===== src/rtl/mux_sel_scanner.sv =====
// rtl/mux_sel_scanner.sv - select-line scanner for a downstream 4:1 mux with settle delay
module mux_sel_scanner #(
    parameter int unsigned SETTLE_CYC = 4
) (
    input  logic       clk,
    input  logic       rst_n,
    input  logic       start,
    input  logic       stop,
    input  logic       cont,
    input  logic [3:0] chan_mask,
    output logic       s1,
    output logic       s0,
    output logic       sample_valid,
    output logic [1:0] chan_id,
    output logic       busy,
    output logic       done,
    output logic       err
);

    typedef enum logic [1:0] {
        IDLE   = 2'd0,
        SETTLE = 2'd1,
        SAMPLE = 2'd2
    } state_t;

    localparam logic [3:0] RELOAD = 4'(SETTLE_CYC - 1);

    state_t     state_q, state_d;
    logic [1:0] sel_q, sel_d;
    logic [3:0] cnt_q, cnt_d;
    logic [3:0] mask_q, mask_d;
    logic       cont_q, cont_d;
    logic       sv_q, sv_d;
    logic       busy_q, busy_d;
    logic       done_q, done_d;
    logic       err_q, err_d;
    logic [1:0] next_ch;
    logic [1:0] cand;
    logic       found;

    function automatic logic [1:0] lowest_chan(input logic [3:0] m);
        if (m[0])      return 2'd0;
        else if (m[1]) return 2'd1;
        else if (m[2]) return 2'd2;
        else           return 2'd3;
    endfunction

    // Search sel+1, sel+2, sel+3 and finally sel itself, so a lone channel selects itself.
    always_comb begin
        next_ch = sel_q;
        cand    = sel_q;
        found   = 1'b0;
        for (int i = 1; i <= 4; i++) begin
            cand = sel_q + 2'(i);
            if (!found && mask_q[cand]) begin
                next_ch = cand;
                found   = 1'b1;
            end
        end
    end

    always_comb begin
        state_d = state_q;
        sel_d   = sel_q;
        cnt_d   = cnt_q;
        mask_d  = mask_q;
        cont_d  = cont_q;
        sv_d    = 1'b0;
        done_d  = 1'b0;
        err_d   = 1'b0;
        case (state_q)
            IDLE: begin
                if (start && !stop) begin
                    if (chan_mask != 4'd0) begin
                        mask_d  = chan_mask;
                        cont_d  = cont;
                        sel_d   = lowest_chan(chan_mask);
                        cnt_d   = RELOAD;
                        state_d = SETTLE;
                    end else begin
                        err_d = 1'b1;
                    end
                end
            end
            SETTLE: begin
                if (stop) begin
                    state_d = IDLE;
                end else if (cnt_q == 4'd0) begin
                    state_d = SAMPLE;
                    sv_d    = 1'b1;
                end else begin
                    cnt_d = cnt_q - 4'd1;
                end
            end
            SAMPLE: begin
                if (stop) begin
                    state_d = IDLE;
                end else if (!cont_q && (next_ch <= sel_q)) begin
                    state_d = IDLE;
                    done_d  = 1'b1;
                end else begin
                    sel_d   = next_ch;
                    cnt_d   = RELOAD;
                    state_d = SETTLE;
                end
            end
            default: state_d = IDLE;
        endcase
        busy_d = (state_d != IDLE);
    end

    always_ff @(posedge clk or negedge rst_n) begin
        if (!rst_n) begin
            state_q <= IDLE;
            sel_q   <= 2'd0;
            cnt_q   <= 4'd0;
            mask_q  <= 4'd0;
            cont_q  <= 1'b0;
            sv_q    <= 1'b0;
            busy_q  <= 1'b0;
            done_q  <= 1'b0;
            err_q   <= 1'b0;
        end else begin
            state_q <= state_d;
            sel_q   <= sel_d;
            cnt_q   <= cnt_d;
            mask_q  <= mask_d;
            cont_q  <= cont_d;
            sv_q    <= sv_d;
            busy_q  <= busy_d;
            done_q  <= done_d;
            err_q   <= err_d;
        end
    end

    assign s1           = sel_q[1];
    assign s0           = sel_q[0];
    assign chan_id      = sel_q;
    assign sample_valid = sv_q;
    assign busy         = busy_q;
    assign done         = done_q;
    assign err          = err_q;

endmodule


===== config.mk =====
export PLATFORM = sky130hd
export DESIGN_NAME = mux_sel_scanner
export DESIGN_NICKNAME = d
export VERILOG_FILES = /design/src/rtl/mux_sel_scanner.sv
export SDC_FILE = /design/constraint.sdc
export NUM_CORES = 1
export LEC_CHECK = 0
export BUFFER_PORTS_ARGS = -buffer_cell sky130_fd_sc_hd__buf_4
export CORE_MARGIN = 2
export CORE_UTILIZATION = 39
export CTS_CLUSTER_DIAMETER = 80
export DETAILED_ROUTE_END_ITERATION = 12
export SYNTH_ARGS = -nofsm -noshare
export SYNTH_HDL_FRONTEND = slang
export SYNTH_SLANG_ARGS = --single-unit
export TNS_END_PERCENT = 20

===== constraint.sdc =====
create_clock -name clk -period 2.65 [get_ports clk]
set_input_delay 0.1325 -clock clk [delete_from_list [all_inputs] [get_ports clk]]
set_output_delay 0.1325 -clock clk [all_outputs]
set_load 0.05 [all_outputs]

==> results of run 1 <==
## worst max-delay path by stage
stage,startpoint,end,slack [ns],cells past startpoint
after floorplan,chan_id[0],cnt_q[1],0.32,7
after global placement,chan_id[0],cnt_q[1],0.46,7
after detailed placement,chan_id[1],cnt_q[1],0.37,7
after CTS,chan_id[1],cnt_q[1],0.35,7
after global routing,chan_id[1],cnt_q[1],0.20,7
final,chan_id[1],cnt_q[1],0.35,7
## timing repair
| action | 4_1_cts | 5_1_grt |
|---|---|---|
| hold endpoints to repair | 17 | 0 |
| endpoints found under the setup margin | 0 | 0 |
| setup buffers | 0 | 0 |
| hold buffers | 1 | 0 |
## cell type report
type / instances / share of cell area, %
clock buffer: 3 / 2.05
clock inverter: 1 / 0.457
inverter: 4 / 1.37
multi-input combinational: 59 / 42.2
sequential: 17 / 38.8
tap: 28 / 3.20
timing repair buffer: 17 / 11.9
## kinds of logic after synthesis
kind of cell    count (synthesis)
compound gates                 10
xor+xnor                        2
fa+ha+maj                       4
buf+inv                         6
flops                          17
mux                             8
simple gates                   35
## sequential cells by signal (all words and copies together) (netlist names)
| signal | flops |
|---|---|
| busy | 1 |
| chan_id | 2 |
| cnt_q | 4 |
| cont_q | 1 |
| done | 1 |
| err | 1 |
| mask_q | 4 |
| sample_valid | 1 |
| state_q | 2 |
## cell usage in the layout (no fill, tap or decap), types with 3 or more instances in the layout
master / netlist / routed
nand2_1: 3 / 3
nor2_1: 6 / 6
mux2i_1: 3 / 3
mux2_2: 5 / 5
nand2b_1: 4 / 4
clkbuf_4: 0 / 3
nand3b_1: 3 / 3
inv_1: 4 / 4
nor3_1: 3 / 3
nor2b_1: 3 / 3
dfrtp_1: 17 / 17
buf_4: 2 / 16
ha_1: 4 / 4
## report_power, final
| part | switching (uW) | internal (uW) | total (uW) | leakage, uW |
|---|---|---|---|---|
| clock | 80.5 | 56.0 | 136 | 0.0000177 |
| combinational | 228 | 171 | 399 | 0.000281 |
| sequential | 64.6 | 319 | 383 | 0.000213 |
## synthesized netlist by cell type
cell type	n	area [sq um]
buf_4	2	15.0
nand3_1	2	10.0
nand4b_4	1	23.8
or2_1	2	12.5
nor2_1	6	22.5
nor3b_1	2	15.0
o21a_1	1	7.51
nand3b_1	3	22.5
o31a_1	1	8.76
nand2_1	3	11.3
o22ai_1	1	6.26
mux2i_1	3	30.0
nand2b_1	4	25.0
and2b_2	1	8.76
or3b_4	1	11.3
or2_2	1	6.26
o41ai_1	1	8.76
ha_1	4	50.1
o21bai_1	1	7.51
inv_1	4	15.0
and3_1	1	6.26
a21o_1	1	7.51
nor3_1	3	15.0
nor2b_1	3	18.8
mux2_2	5	56.3
or4_4	1	11.3
o31ai_1	1	7.51
xor2_1	2	17.5
a21oi_1	1	5.00
dfrtp_1	17	425
and2_2	1	7.51
a31oi_1	1	6.26
o21ai_4	1	16.3
## per-layer routing
| layer | vias up | share of wire, % | track usage, % | wire (um) |
|---|---|---|---|---|
| met5 | - | 0 | 0 | 0 |
| li1 | 324 | - | - | - |
| met2 | 8 | 49 | 25.2 | 859 |
| met3 | 2 | 2.8 | 2.57 | 49 |
| met1 | 313 | 47 | 19.7 | 812 |
| met4 | 0 | 0.98 | 6.41 | 17 |
## worst register-to-register path, delay by kind of cell, from the launching register on
kind | cells | cell delay [ns]
adder cells (fa/ha/maj) | 1 | 0.28
flip-flops | 1 | 0.49
AND/OR/NAND/NOR | 1 | 0.13
AO/OA/AOI/OAI | 5 | 1.31
## stage by stage
stage               hold WS (ns)  std cells  setup WS [ns]  utilization, %  power [uW]
floorplan                 -0.163         82          0.323               -         690
global placement          0.0124        124          0.460            47.9         777
global route              0.0738        129          0.201            49.5         995
finish                    0.0797        129          0.351            49.5         919
CTS                       0.0745        129          0.347            49.5         932
detailed placement        0.0107        124          0.370            47.9         792
==> flow_metrics.py, run 1 <==
metrics = {
    "critical_path": {
        "timing.rr.start": "chan_id[1]",
        "r2r_end": "cnt_q[1]",
        "path_cells": "a21o_1 > a31oi_1 > ha_1 > nor2b_1 > o31ai_1 > o21ai_4 > o31a_1",
        "cp_max_fo": 9,
        "path_buf_inv": 0,
        "slowest_delay_ns": 0.49,
        "path_class": "flop to flop",
        "cp-end-kind": "flop",
        "worst_path_max_delay_cell": "dfrtp_1",
        "worstPathRequired_ns": 2.83,
        "reg2reg_slack_ns": 0.35,
        "reg2reg_depth": 7,
        "crit_path_start_kind": "flop",
        "crit_family": "compound AO/OA/AOI/OAI gates",
        "cp.arrival_ns": 2.48,
    },
    "routing": {
        "ant_nets": 0,
        "firstDrtPassIters": 2,
        "wl_mm": 1.74,
        "via_per_inst": 5.02,
        "drcViolationCount": 0,
        "routedWlPerCell_um": 13.5,
        "vias": 647,
        "drtIter0Drc": 4,
    },
    "sta": {
        "slew_violations": 0,
        "max-slew-margin-rel_pct": 64.7,
        "timing.final.hold_violations": 0,
        "fmax_mhz": 435,
        "skew_ns": 0.00299,
        "finalCritPeriodShare_pct": 86.7,
        "rsz0062_at_grt": "false",
        "setup_tns_ns": 0,
        "worst-slew-pin-transition_ns": 0.529,
        "setup_viol": 0,
        "finalCriticalPeriod_ns": 2.30,
    },
    "cells_and_area": {
        "syn2layout_area_growth_pct": 19.3,
        "stdcell_area_sq_um": 1100,
        "fin_nets": 115,
        "multi_input_area_sq_um": 463,
        "drive_above_1_share_pct": 31.7,
        "n_fill_cell": 213,
        "seqCellArea_sq_um": 425,
        "diodes": 0,
    },
    "floorplanning": {
        "dieArea_sq_um": 2760,
        "fp-row-count": 17,
        "coreArea_sq_um": 2210,
        "num_io_pins": 17,
        "fp.dieH_um": 52.5,
        "die_w_um": 52.5,
        "start_util_pct": 41.5,
    },
    "run": {
        "cap_violations": 0,
    },
    "global_routing": {
        "grt_util_all_layers_pct": 15.3,
        "grt_max_degree": 18,
        "grt.overflow.total": 0,
        "antenna_found_initial": 0,
        "grt_pass1_wl_mm": 3.03,
        "first_global_vias": 660,
    },
    "power_and_ir_drop": {
        "powerDensity_nw_per_um2": 838,
        "irDropWorstVdd_mv": 0.427,
        "leakage_uw": 0.000511,
    },
    "synth": {
        "synth_top_family_by_area": "simple AND/OR/NAND/NOR gates",
        "synthXorXnorAreaFrac_pct": 1.91,
        "synthSimpleGateAreaFrac_pct": 24.8,
        "ys_seq_elements": 17,
        "syn_avg_cell_area_sq_um": 11.2,
        "muxShareOfSynthArea_pct": 9.40,
        "synth_compound_area_share_pct": 8.86,
        "synth_nets": 95,
        "synth_area_sq_um": 918,
        "ys_seq_area_share_pct": 46.3,
        "synth.distinct_cells": 33,
        "synth_cells": 82,
        "yosys_warnings": 0,
        "synth_adder_area_share_pct": 5.45,
    },
    "worst_hold_path": {
        "min-delay-path-class": "input port to flop",
        "hold_end": "cont_q",
        "hold_start": "cont",
        "whs_path_depth": 2,
    },
    "clock_tree": {
        "cts-buffers-inserted": 3,
        "clockRootBuffer": "clkbuf_4",
        "clock_sinks": 17,
        "post_cts_resized": 0,
        "clock_path_buffers": 2,
        "clkSlewWorstSetupHoldPaths_ns": 0.10,
        "htreeDepth": 1,
        "clk_latency_ns": 0.28,
        "tritoncts": "done",
    },
    "placement": {
        "routabilityCongestion": 0.687,
        "dpl-instance-area_sq_um": 1060,
        "portBuffers": 16,
        "hpwl_mm": 1.36,
    },
    "outcome": {
        "status": "complete, no violations",
    },
}
Note: power is estimated with default switching activity, not from simulation.
==> run 2, diff against run 1 <==
Settings changed: GPL_TIMING_DRIVEN set to 0.
==> flow_metrics.py, run 2 (same netlist as run 1, synthesis figures left out) <==
metrics = {
    "outcome": {
        "status": "complete, no violations",
    },
    "floorplanning": {
        "fp.dieH_um": 52.5,
        "die_w_um": 52.5,
        "coreArea_sq_um": 2210,
        "fp-row-count": 17,
        "dieArea_sq_um": 2760,
        "num_io_pins": 17,
        "start_util_pct": 41.5,
    },
    "routing": {
        "drcViolationCount": 0,
        "routedWlPerCell_um": 13.1,
        "ant_nets": 0,
        "wl_mm": 1.71,
        "via_per_inst": 5.02,
        "drtIter0Drc": 4,
        "firstDrtPassIters": 4,
        "vias": 657,
    },
    "sta": {
        "finalCriticalPeriod_ns": 2.43,
        "setup_tns_ns": 0,
        "skew_ns": 0.00427,
        "worst-slew-pin-transition_ns": 0.582,
        "setup_viol": 0,
        "rsz0062_at_grt": "false",
        "fmax_mhz": 412,
        "whs_ns": 0.0729,
        "timing.final.hold_violations": 0,
        "finalCritPeriodShare_pct": 91.6,
        "slew_violations": 0,
        "max-slew-margin-rel_pct": 60.9,
    },
    "critical_path": {
        "crit_family": "compound AO/OA/AOI/OAI gates",
        "cp.arrival_ns": 2.61,
        "worstPathRequired_ns": 2.83,
        "reg2reg_slack_ns": 0.22,
        "path_buf_inv": 0,
        "cp-startpoint": "chan_id[0]",
        "cp-end-kind": "flop",
        "cp_max_fo": 8,
        "path_cells": "nand3b_1 > a31oi_1 > ha_1 > nor2b_1 > o31ai_1 > o21ai_4 > o31a_1",
        "timing.rr.start": "chan_id[0]",
        "worstSetupEndpoint": "cnt_q[1]",
        "crit_path_start_kind": "flop",
        "worst-path-stages": 7,
        "path_class": "flop to flop",
        "slowest_delay_ns": 0.49,
        "reg2reg_depth": 7,
        "r2r_end": "cnt_q[1]",
        "worst_path_max_delay_cell": "o31ai_1",
    },
    "global_routing": {
        "first_global_vias": 670,
        "grt_pass1_wl_mm": 2.88,
        "grt.overflow.total": 0,
        "antenna_found_initial": 0,
        "grt_util_all_layers_pct": 14.5,
        "grt_max_degree": 18,
    },
    "clock_tree": {
        "clock_path_buffers": 2,
        "post_cts_buffers": 0,
        "cts-buffers-inserted": 3,
        "post_cts_resized": 0,
        "tritoncts": "done",
        "clockRootBuffer": "clkbuf_4",
        "clock_sinks": 17,
        "htreeDepth": 1,
        "clkSlewWorstSetupHoldPaths_ns": 0.09,
        "clk_latency_ns": 0.29,
    },
    "cells_and_area": {
        "largestRegisters": "cnt_q (4), mask_q (4)",
        "final_cell_mix": "18 x buf_4, 17 x dfrtp_1, 6 x nor2_1",
        "drive_above_1_share_pct": 32.0,
        "final_common_cell": "buf_4",
        "diodes": 0,
        "syn2layout_area_growth_pct": 20.8,
        "fin_nets": 117,
    },
    "run": {
        "cap_violations": 0,
    },
    "placement": {
        "portBuffers": 16,
        "hpwl_mm": 1.30,
        "routabilityCongestion": 0.807,
    },
    "power_and_ir_drop": {
        "powerDensity_nw_per_um2": 842,
        "power_frac_clock_pct": 14.9,
        "p_int_uw": 558,
        "comb_power_share_pct": 44.1,
        "power_switching_uw": 376,
        "irDropWorstVdd_mv": 0.413,
        "p_seq_share_pct": 41.0,
        "leakage_uw": 0.000519,
        "netSwitchingFraction_pct": 40.3,
    },
    "worst_hold_path": {
        "min-delay-path-class": "input port to flop",
    },
}
==> run 2: cell type report <==
cell class / count / area [sq um]
fillers: 221 / 1100
multi-input cells: 59 / 463
flip-flops and latches: 17 / 425
repair buffers: 17 / 130
well taps: 28 / 35.0
clock buffers: 4 / 26.3
plain buffers: 2 / 15.0
inverters: 4 / 15.0
==> run 2: power groups by stage <==
stage	sequential [uW]	combinational, uW	clock [uW]
floorplan	420	270	0
global placement	387	402	0
detailed placement	390	415	0
CTS	384	418	148
global route	395	457	152
finish	383	412	139
==> run 2: worst min path at each step <==
stage,from,end,depth (start not counted)
2_1_floorplan,rst_n,busy,0
3_3_place_gp,rst_n,mask_q[2],1
3_5_place_dp,rst_n,mask_q[3],1
4_1_cts,cont,cont_q,2
5_1_grt,cont,cont_q,2
6_report,cont,cont_q,2
==> run 2: layer usage <==
metal,vias up,track usage [%],wire [um]
met5,-,0,0
met4,0,6.41,45
met3,6,5.43,90
met2,17,24.4,850
met1,308,16.3,723
li1,326,-,-
==> run 2: through the flow <==
stage                     worst slack, ns  utilization, %  instance area [sq um]  power (uW)  instances
after floorplan                     0.323               -                    918         690         82
after global placement              0.274            48.5                   1070         790        126
after detailed placement            0.247            48.5                   1070         805        126
after CTS                           0.232            50.2                   1110         949        131
after global routing               0.0347            50.2                   1110        1000        131
final                               0.223            50.2                   1110         934        131
==> run 2: repair_timing <==
item | 4_1_cts | 5_1_grt
hold endpoints to repair | 17 | 0
hold buffers | 1 | 0
endpoints found under the setup margin | 0 | 0
